$ cat src/rtl/ram_arb_pkg.sv
// ---------------------------------------------------------------------------
// ram_arb_pkg
// Shared definitions for the two-requester RAM port arbiter: default RAM
// geometry, requester identifiers and the read-return owner tag.
// ---------------------------------------------------------------------------
package ram_arb_pkg;

    // Default RAM geometry: 8 words of 16 bits.
    localparam int DEF_ADDR_W = 3;
    localparam int DEF_DATA_W = 16;

    // Requester identifiers, also used as the grant-vector bit index.
    localparam logic REQ_A = 1'b0;
    localparam logic REQ_B = 1'b1;

    // One slot of the read-return pipeline: is a read in flight, and whose.
    typedef struct packed {
        logic valid;
        logic id;
    } rd_tag_t;

endpackage

$ cat src/rtl/rr_arb2.sv
// ---------------------------------------------------------------------------
// rr_arb2
// Two-way round-robin arbiter. Holds the priority pointer. When both
// requesters want the same RAM port, the pointer holder wins and the pointer
// moves to the loser. Without contention every valid requester is granted
// and the pointer stays put.
//
// Ports:
//   i_clk      clock
//   i_rst      synchronous active-high reset; forces grants low
//   i_valid    [0]=A, [1]=B requests eligible for a grant this cycle
//   i_conflict both requests target the same RAM port
//   o_gnt      grant vector, [0]=A, [1]=B (combinational)
// ---------------------------------------------------------------------------
module rr_arb2
    import ram_arb_pkg::*;
(
    input  logic       i_clk,
    input  logic       i_rst,
    input  logic [1:0] i_valid,
    input  logic       i_conflict,
    output logic [1:0] o_gnt
);

    logic r_prio;
    logic w_prio_flip;

    // Grant selection and pointer update decision
    always_comb begin
        o_gnt       = 2'b00;
        w_prio_flip = 1'b0;
        if (!i_rst) begin
            if (i_conflict && (&i_valid)) begin
                o_gnt       = (r_prio == REQ_A) ? 2'b01 : 2'b10;
                w_prio_flip = 1'b1;
            end else begin
                o_gnt = i_valid;
            end
        end
    end

    // Priority pointer; after a contended grant it points at the loser
    always_ff @(posedge i_clk) begin
        if (i_rst) begin
            r_prio <= REQ_A;
        end else if (w_prio_flip) begin
            r_prio <= ~r_prio;
        end
    end

endmodule

$ cat src/rtl/ram_port_arbiter.sv
// ---------------------------------------------------------------------------
// ram_port_arbiter
// Shares one dual-port RAM (one write port, one read port, both clocked by
// i_clk) between requesters A and B. Writes drive the RAM write port in the
// grant cycle. Reads drive the RAM read address in the grant cycle, and a
// two-slot owner tag pipeline steers the returned word to the owner's rdata
// register, so rvalid/rdata appear two cycles after the grant.
//
// Ports:
//   i_clk, i_rst                 clock, synchronous active-high reset
//   i_{a,b}_req/we/addr/wdata    requester command, held until granted
//   o_{a,b}_gnt                  request accepted this cycle (combinational)
//   o_{a,b}_rvalid               one-cycle read-return pulse
//   o_{a,b}_rdata                last read data returned to that requester
//   o_ram_wr_en/addr/data        RAM write port
//   o_ram_rd_addr                RAM read address
//   i_ram_rd_data                RAM read data, valid the cycle after address
// ---------------------------------------------------------------------------
module ram_port_arbiter
    import ram_arb_pkg::*;
#(
    parameter int ADDR_W = ram_arb_pkg::DEF_ADDR_W,
    parameter int DATA_W = ram_arb_pkg::DEF_DATA_W
)
(
    input  logic              i_clk,
    input  logic              i_rst,
    input  logic              i_a_req,
    input  logic              i_a_we,
    input  logic [ADDR_W-1:0] i_a_addr,
    input  logic [DATA_W-1:0] i_a_wdata,
    input  logic              i_b_req,
    input  logic              i_b_we,
    input  logic [ADDR_W-1:0] i_b_addr,
    input  logic [DATA_W-1:0] i_b_wdata,
    output logic              o_a_gnt,
    output logic              o_b_gnt,
    output logic              o_a_rvalid,
    output logic              o_b_rvalid,
    output logic [DATA_W-1:0] o_a_rdata,
    output logic [DATA_W-1:0] o_b_rdata,
    output logic              o_ram_wr_en,
    output logic [ADDR_W-1:0] o_ram_wr_addr,
    output logic [DATA_W-1:0] o_ram_wr_data,
    output logic [ADDR_W-1:0] o_ram_rd_addr,
    input  logic [DATA_W-1:0] i_ram_rd_data
);

    logic              w_both;
    logic              w_same_addr;
    logic              w_mixed;
    logic              w_a_held;
    logic              w_b_held;
    logic [1:0]        w_valid;
    logic              w_conflict;
    logic [1:0]        w_gnt;
    logic              w_a_wr;
    logic              w_b_wr;
    logic              w_a_rd;
    logic              w_b_rd;
    logic [ADDR_W-1:0] w_rd_addr;
    rd_tag_t           w_push;

    logic [ADDR_W-1:0] r_rd_addr;
    rd_tag_t           r_tag0;
    rd_tag_t           r_tag1;
    logic [DATA_W-1:0] r_a_rdata;
    logic [DATA_W-1:0] r_b_rdata;

    // A write and a read to the same word: hold the read back one cycle so
    // it observes the freshly committed data instead of the stale word.
    // Two commands of the same kind contend for one port and go to rr_arb2.
    always_comb begin
        w_both      = i_a_req & i_b_req;
        w_same_addr = (i_a_addr == i_b_addr);
        w_mixed     = w_both & (i_a_we != i_b_we);
        w_a_held    = w_mixed & ~i_a_we & w_same_addr;
        w_b_held    = w_mixed & ~i_b_we & w_same_addr;
        w_valid     = {i_b_req & ~w_b_held, i_a_req & ~w_a_held};
        w_conflict  = w_both & (i_a_we == i_b_we);
    end

    rr_arb2 u_rr_arb2 (
        .i_clk      (i_clk),
        .i_rst      (i_rst),
        .i_valid    (w_valid),
        .i_conflict (w_conflict),
        .o_gnt      (w_gnt)
    );

    assign o_a_gnt = w_gnt[REQ_A];
    assign o_b_gnt = w_gnt[REQ_B];

    // RAM port muxing. At most one granted write and one granted read exist
    // in any cycle. With no read granted the read address keeps its last value.
    always_comb begin
        w_a_wr        = w_gnt[REQ_A] & i_a_we;
        w_b_wr        = w_gnt[REQ_B] & i_b_we;
        w_a_rd        = w_gnt[REQ_A] & ~i_a_we;
        w_b_rd        = w_gnt[REQ_B] & ~i_b_we;
        o_ram_wr_en   = w_a_wr | w_b_wr;
        o_ram_wr_addr = w_b_wr ? i_b_addr  : i_a_addr;
        o_ram_wr_data = w_b_wr ? i_b_wdata : i_a_wdata;
        w_rd_addr     = r_rd_addr;
        if (w_a_rd) begin
            w_rd_addr = i_a_addr;
        end else if (w_b_rd) begin
            w_rd_addr = i_b_addr;
        end
        w_push.valid  = w_a_rd | w_b_rd;
        w_push.id     = w_b_rd ? REQ_B : REQ_A;
    end

    assign o_ram_rd_addr = w_rd_addr;

    // Read address hold register and owner tag pipeline. Slot 0 tracks the
    // cycle the RAM presents data, slot 1 the cycle the return is visible.
    always_ff @(posedge i_clk) begin
        if (i_rst) begin
            r_rd_addr <= '0;
            r_tag0    <= '0;
            r_tag1    <= '0;
        end else begin
            r_rd_addr <= w_rd_addr;
            r_tag0    <= w_push;
            r_tag1    <= r_tag0;
        end
    end

    // Capture returning RAM data into the owner's register only
    always_ff @(posedge i_clk) begin
        if (i_rst) begin
            r_a_rdata <= '0;
            r_b_rdata <= '0;
        end else if (r_tag0.valid) begin
            if (r_tag0.id == REQ_A) begin
                r_a_rdata <= i_ram_rd_data;
            end else begin
                r_b_rdata <= i_ram_rd_data;
            end
        end
    end

    assign o_a_rvalid = r_tag1.valid & (r_tag1.id == REQ_A);
    assign o_b_rvalid = r_tag1.valid & (r_tag1.id == REQ_B);
    assign o_a_rdata  = r_a_rdata;
    assign o_b_rdata  = r_b_rdata;

endmodule

$ cat config.mk
export PLATFORM = sky130hd
export DESIGN_NAME = ram_port_arbiter
export DESIGN_NICKNAME = d
export VERILOG_FILES = /design/src/rtl/ram_arb_pkg.sv /design/src/rtl/rr_arb2.sv /design/src/rtl/ram_port_arbiter.sv
export SDC_FILE = /design/constraint.sdc
export NUM_CORES = 1
export LEC_CHECK = 0
export ABC_AREA = 1
export CELL_PAD_IN_SITES_DETAIL_PLACEMENT = 1
export CELL_PAD_IN_SITES_GLOBAL_PLACEMENT = 1
export CORE_MARGIN = 2
export CORE_UTILIZATION = 25
export CTS_CLUSTER_SIZE = 20
export DETAILED_ROUTE_END_ITERATION = 12
export GPL_TIMING_DRIVEN = 1
export PLACE_DENSITY = 0.86
export SYNTH_ARGS = -nofsm -noshare
export SYNTH_HDL_FRONTEND = slang
export SYNTH_SLANG_ARGS = --single-unit
$ cat constraint.sdc
create_clock -name i_clk -period 4.5 [get_ports i_clk]
set_clock_uncertainty 0.1 [all_clocks]
set_input_delay 0.9 -clock i_clk [delete_from_list [all_inputs] [get_ports i_clk]]
set_output_delay 0.9 -clock i_clk [all_outputs]
set_load 0.01 [all_outputs]
==> impl_metrics.toml <==
[clocking]
ctsResizeCount = 0
cts_tree = "done"
cts_made_buffers = 5
cts_sinks = 40
hold_buffers = 0
cts_max_path_buffers = 2
cts_setup_buffers = 0
clkSlewWorstSetupHoldPaths_ns = 0.07
cts-htree-levels = 2
worstSkewPairLatency_ns = 0.29
cts-root-buf = "clkbuf_8"

[critical_path]
worstSetupPathType = "in2out"
arrival_ns = 3.33
path_cells = "clkdlybuf4s50_1 -> inv_2 -> nand2_2 -> nand2_2 -> nor2_4 -> nand2_2 -> nand4_4 -> nor2_4 -> inv_4 -> o21ai_0 -> clkdlybuf4s50_1"
start_kind = "primary input"
cp_common_cell = "nand2_2"
required_ns = 3.50
endpoint_kind = "output port"
critPathMaxFanout = 19
cp_slowest_cell = "clkdlybuf4s50_1"
cp_slowest_stage_delay_ns = 0.58

[sta]
worst_pin_slew_ns = 0.9455
finalMaxSlewViolations = 0
setup_viol = 0
finalCritPeriodShare_pct = 96.13
max_slew_margin_pct = 36.73
rsz0062_at_grt = "no"
tns_ns = 0
hold_viol_final = 0
fin_crit_ns = 4.326
hold_ws_ns = 0.3466
fmax_ghz = 0.2312

[place]
io_buffers = 118
hpwlAfterDp_um = 5110
dp_cells = 486
gp_congestion = 0.8022

[floorplan]
start_util_pct = 25.67
die_h_um = 89.83
die_w_um = 89.83
dieArea_um2 = 8069
std_cell_rows = 31
core-area_um2 = 7176
io_pins = 119

[detailed_routing]
dr.first_iter.drc_count = 23
remaining_drc_errors = 0
ant_nets = 0
first_pass_iters = 4
vias = 2169
wirelength_um = 6232
post_drt_wl_per_cell_um = 12.62
vias_per_cell = 4.391

[grt]
grtUsageMet1_pct = 17.83
track_usage_pct = 15.63
grt_max_degree = 33
busiest_layer = "met2"
use_met3_pct = 5.951
antenna_found_initial = 0
grt_pass1_vias = 2220
overflow = 0
grt_pass1_wl_um = 10440
grt_use_met2_pct = 27.40

[pwr]
vdd_drop_max_v = 0.0001411
total_power_w = 0.0009250
p_leak_nw = 1.387
power_density_nw_per_um2 = 285.5

[cells_and_area]
multi_input_area_um2 = 903.4
drive_gt1_share_pct = 6.835
area_delta_synth_final_pct = 75.88
n_antenna_cell = 0
fin_nets = 454
fillers = 926
final_cell_count_no_fill = 494
seq_area_um2 = 800.8

[logic_synthesis]
synth_top_cells_by_count = "75 x nand2_1, 71 x nor2_1, 40 x dfxtp_1"
synth_seq_area_share_pct = 43.48
synth_area_um2 = 1842
ys_warn_count = 0
synth_top_area_share_pct = 43.48
synthFlopType = "dfxtp_1"
synthTopCellsByArea = "dfxtp_1 43%, nand2_1 15%, nor2_1 14%"
synth.distinct_cells = 21
async_reset_ff_share_pct = 0
synth_fp_nets = 336
post-synth-top-count-cell = "nand2_1"
yosysTopAreaCell = "dfxtp_1"
synthCells = 276
ys_seq_elements = 40
avgSynthCellArea_um2 = 6.673
synth-edff-count = 0

[flow_run]
cap_violations = 0

[hold_path]
hold_class = "reg2reg"

[status]
outcome = "finished clean"
==> cell families after synthesis <==
logic type | Yosys count | share of synthesized area (%)
flip-flops | 40 | 43.48
buffers and inverters | 31 | 7.473
XOR/XNOR | 1 | 0.4756
AO/OA/AOI/OAI | 40 | 11.21
AND/OR/NAND/NOR | 164 | 37.36
==> cell usage in the layout, fill, tap and decap left out <==
cell type / instances
nor2_2: 3
nand3_1: 7
nand2_2: 3
buf_4: 3
clkbuf_8: 7
xnor2_1: 1
inv_1: 17
nor2_4: 2
a21oi_1: 2
o21ai_2: 1
nand2_1: 75
clkdlybuf4s50_1: 118
inv_2: 3
nand4_4: 1
nand2_4: 1
nor2_1: 71
nand4_2: 1
bufinv_16: 1
o21ai_0: 36
o21bai_1: 1
dfxtp_1: 40
inv_4: 1
==> layer usage <==
layer | wire, um | up-vias | share of wire (%)
li1 | - | 1086 | -
met1 | 2672 | 967 | 43
met2 | 2864 | 108 | 46
met3 | 613 | 8 | 9.8
met4 | 82 | 0 | 1.3
met5 | 0 | - | 0
==> through the flow <==
stage                     cell area (um2)  setup WS (ns)  utilization (%)
final                                3239         0.1740            45.14
after CTS                            3239         0.1606            45.14
after global placement               3113         0.3540            43.38
after detailed placement             3113         0.1931            43.38
after floorplan                      1842          1.610                -
after global routing                 3239        0.02441            45.14
==> worst paths after layout <==
| path | cells past startpoint | to | slack [ns] | start |
|---|---|---|---|---|
| max | 11 | o_ram_wr_addr[1] | 0.17 | i_b_we |
| min reg2reg | 2 | r_tag1[0]$_SDFF_PP0_ | 0.35 | r_tag0[0]$_SDFF_PP0_ |
| max reg2reg | 5 | o_a_rdata[1]$_SDFFE_PP0P_ | 2.40 | r_tag0[1]$_SDFF_PP0_ |
| min | 2 | r_tag1[0]$_SDFF_PP0_ | 0.35 | r_tag0[0]$_SDFF_PP0_ |
==> final cells by class <==
class | instances | share of cell area, %
clock buffer | 7 | 2.974
sequential | 40 | 24.72
multi-input combinational | 205 | 27.89
timing repair buffer | 121 | 37.16
clock inverter | 1 | 0.9270
inverter | 21 | 2.511
tap | 99 | 3.824
==> flip-flops by register name, indices dropped and copies added, names as in the netlist <==
register	flops
o_a_rdata	16
r_rd_addr	3
o_b_rdata	16
r_tag0	2
u_rr_arb2.r_prio	1
r_tag1	2
==> power by group <==
part           internal (W)  switching [W]
Sequential         0.000373     0.00000842
Clock              0.000196       0.000126
Combinational      0.000123      0.0000985
Total              0.000692       0.000233
==> worst max-delay path, delay by kind of cell <==
family	cells	cell delay, ns
compound gates	1	0.24
buf+inv	4	1.44
simple gates	6	0.74
Power figures use the tool's default switching activity.
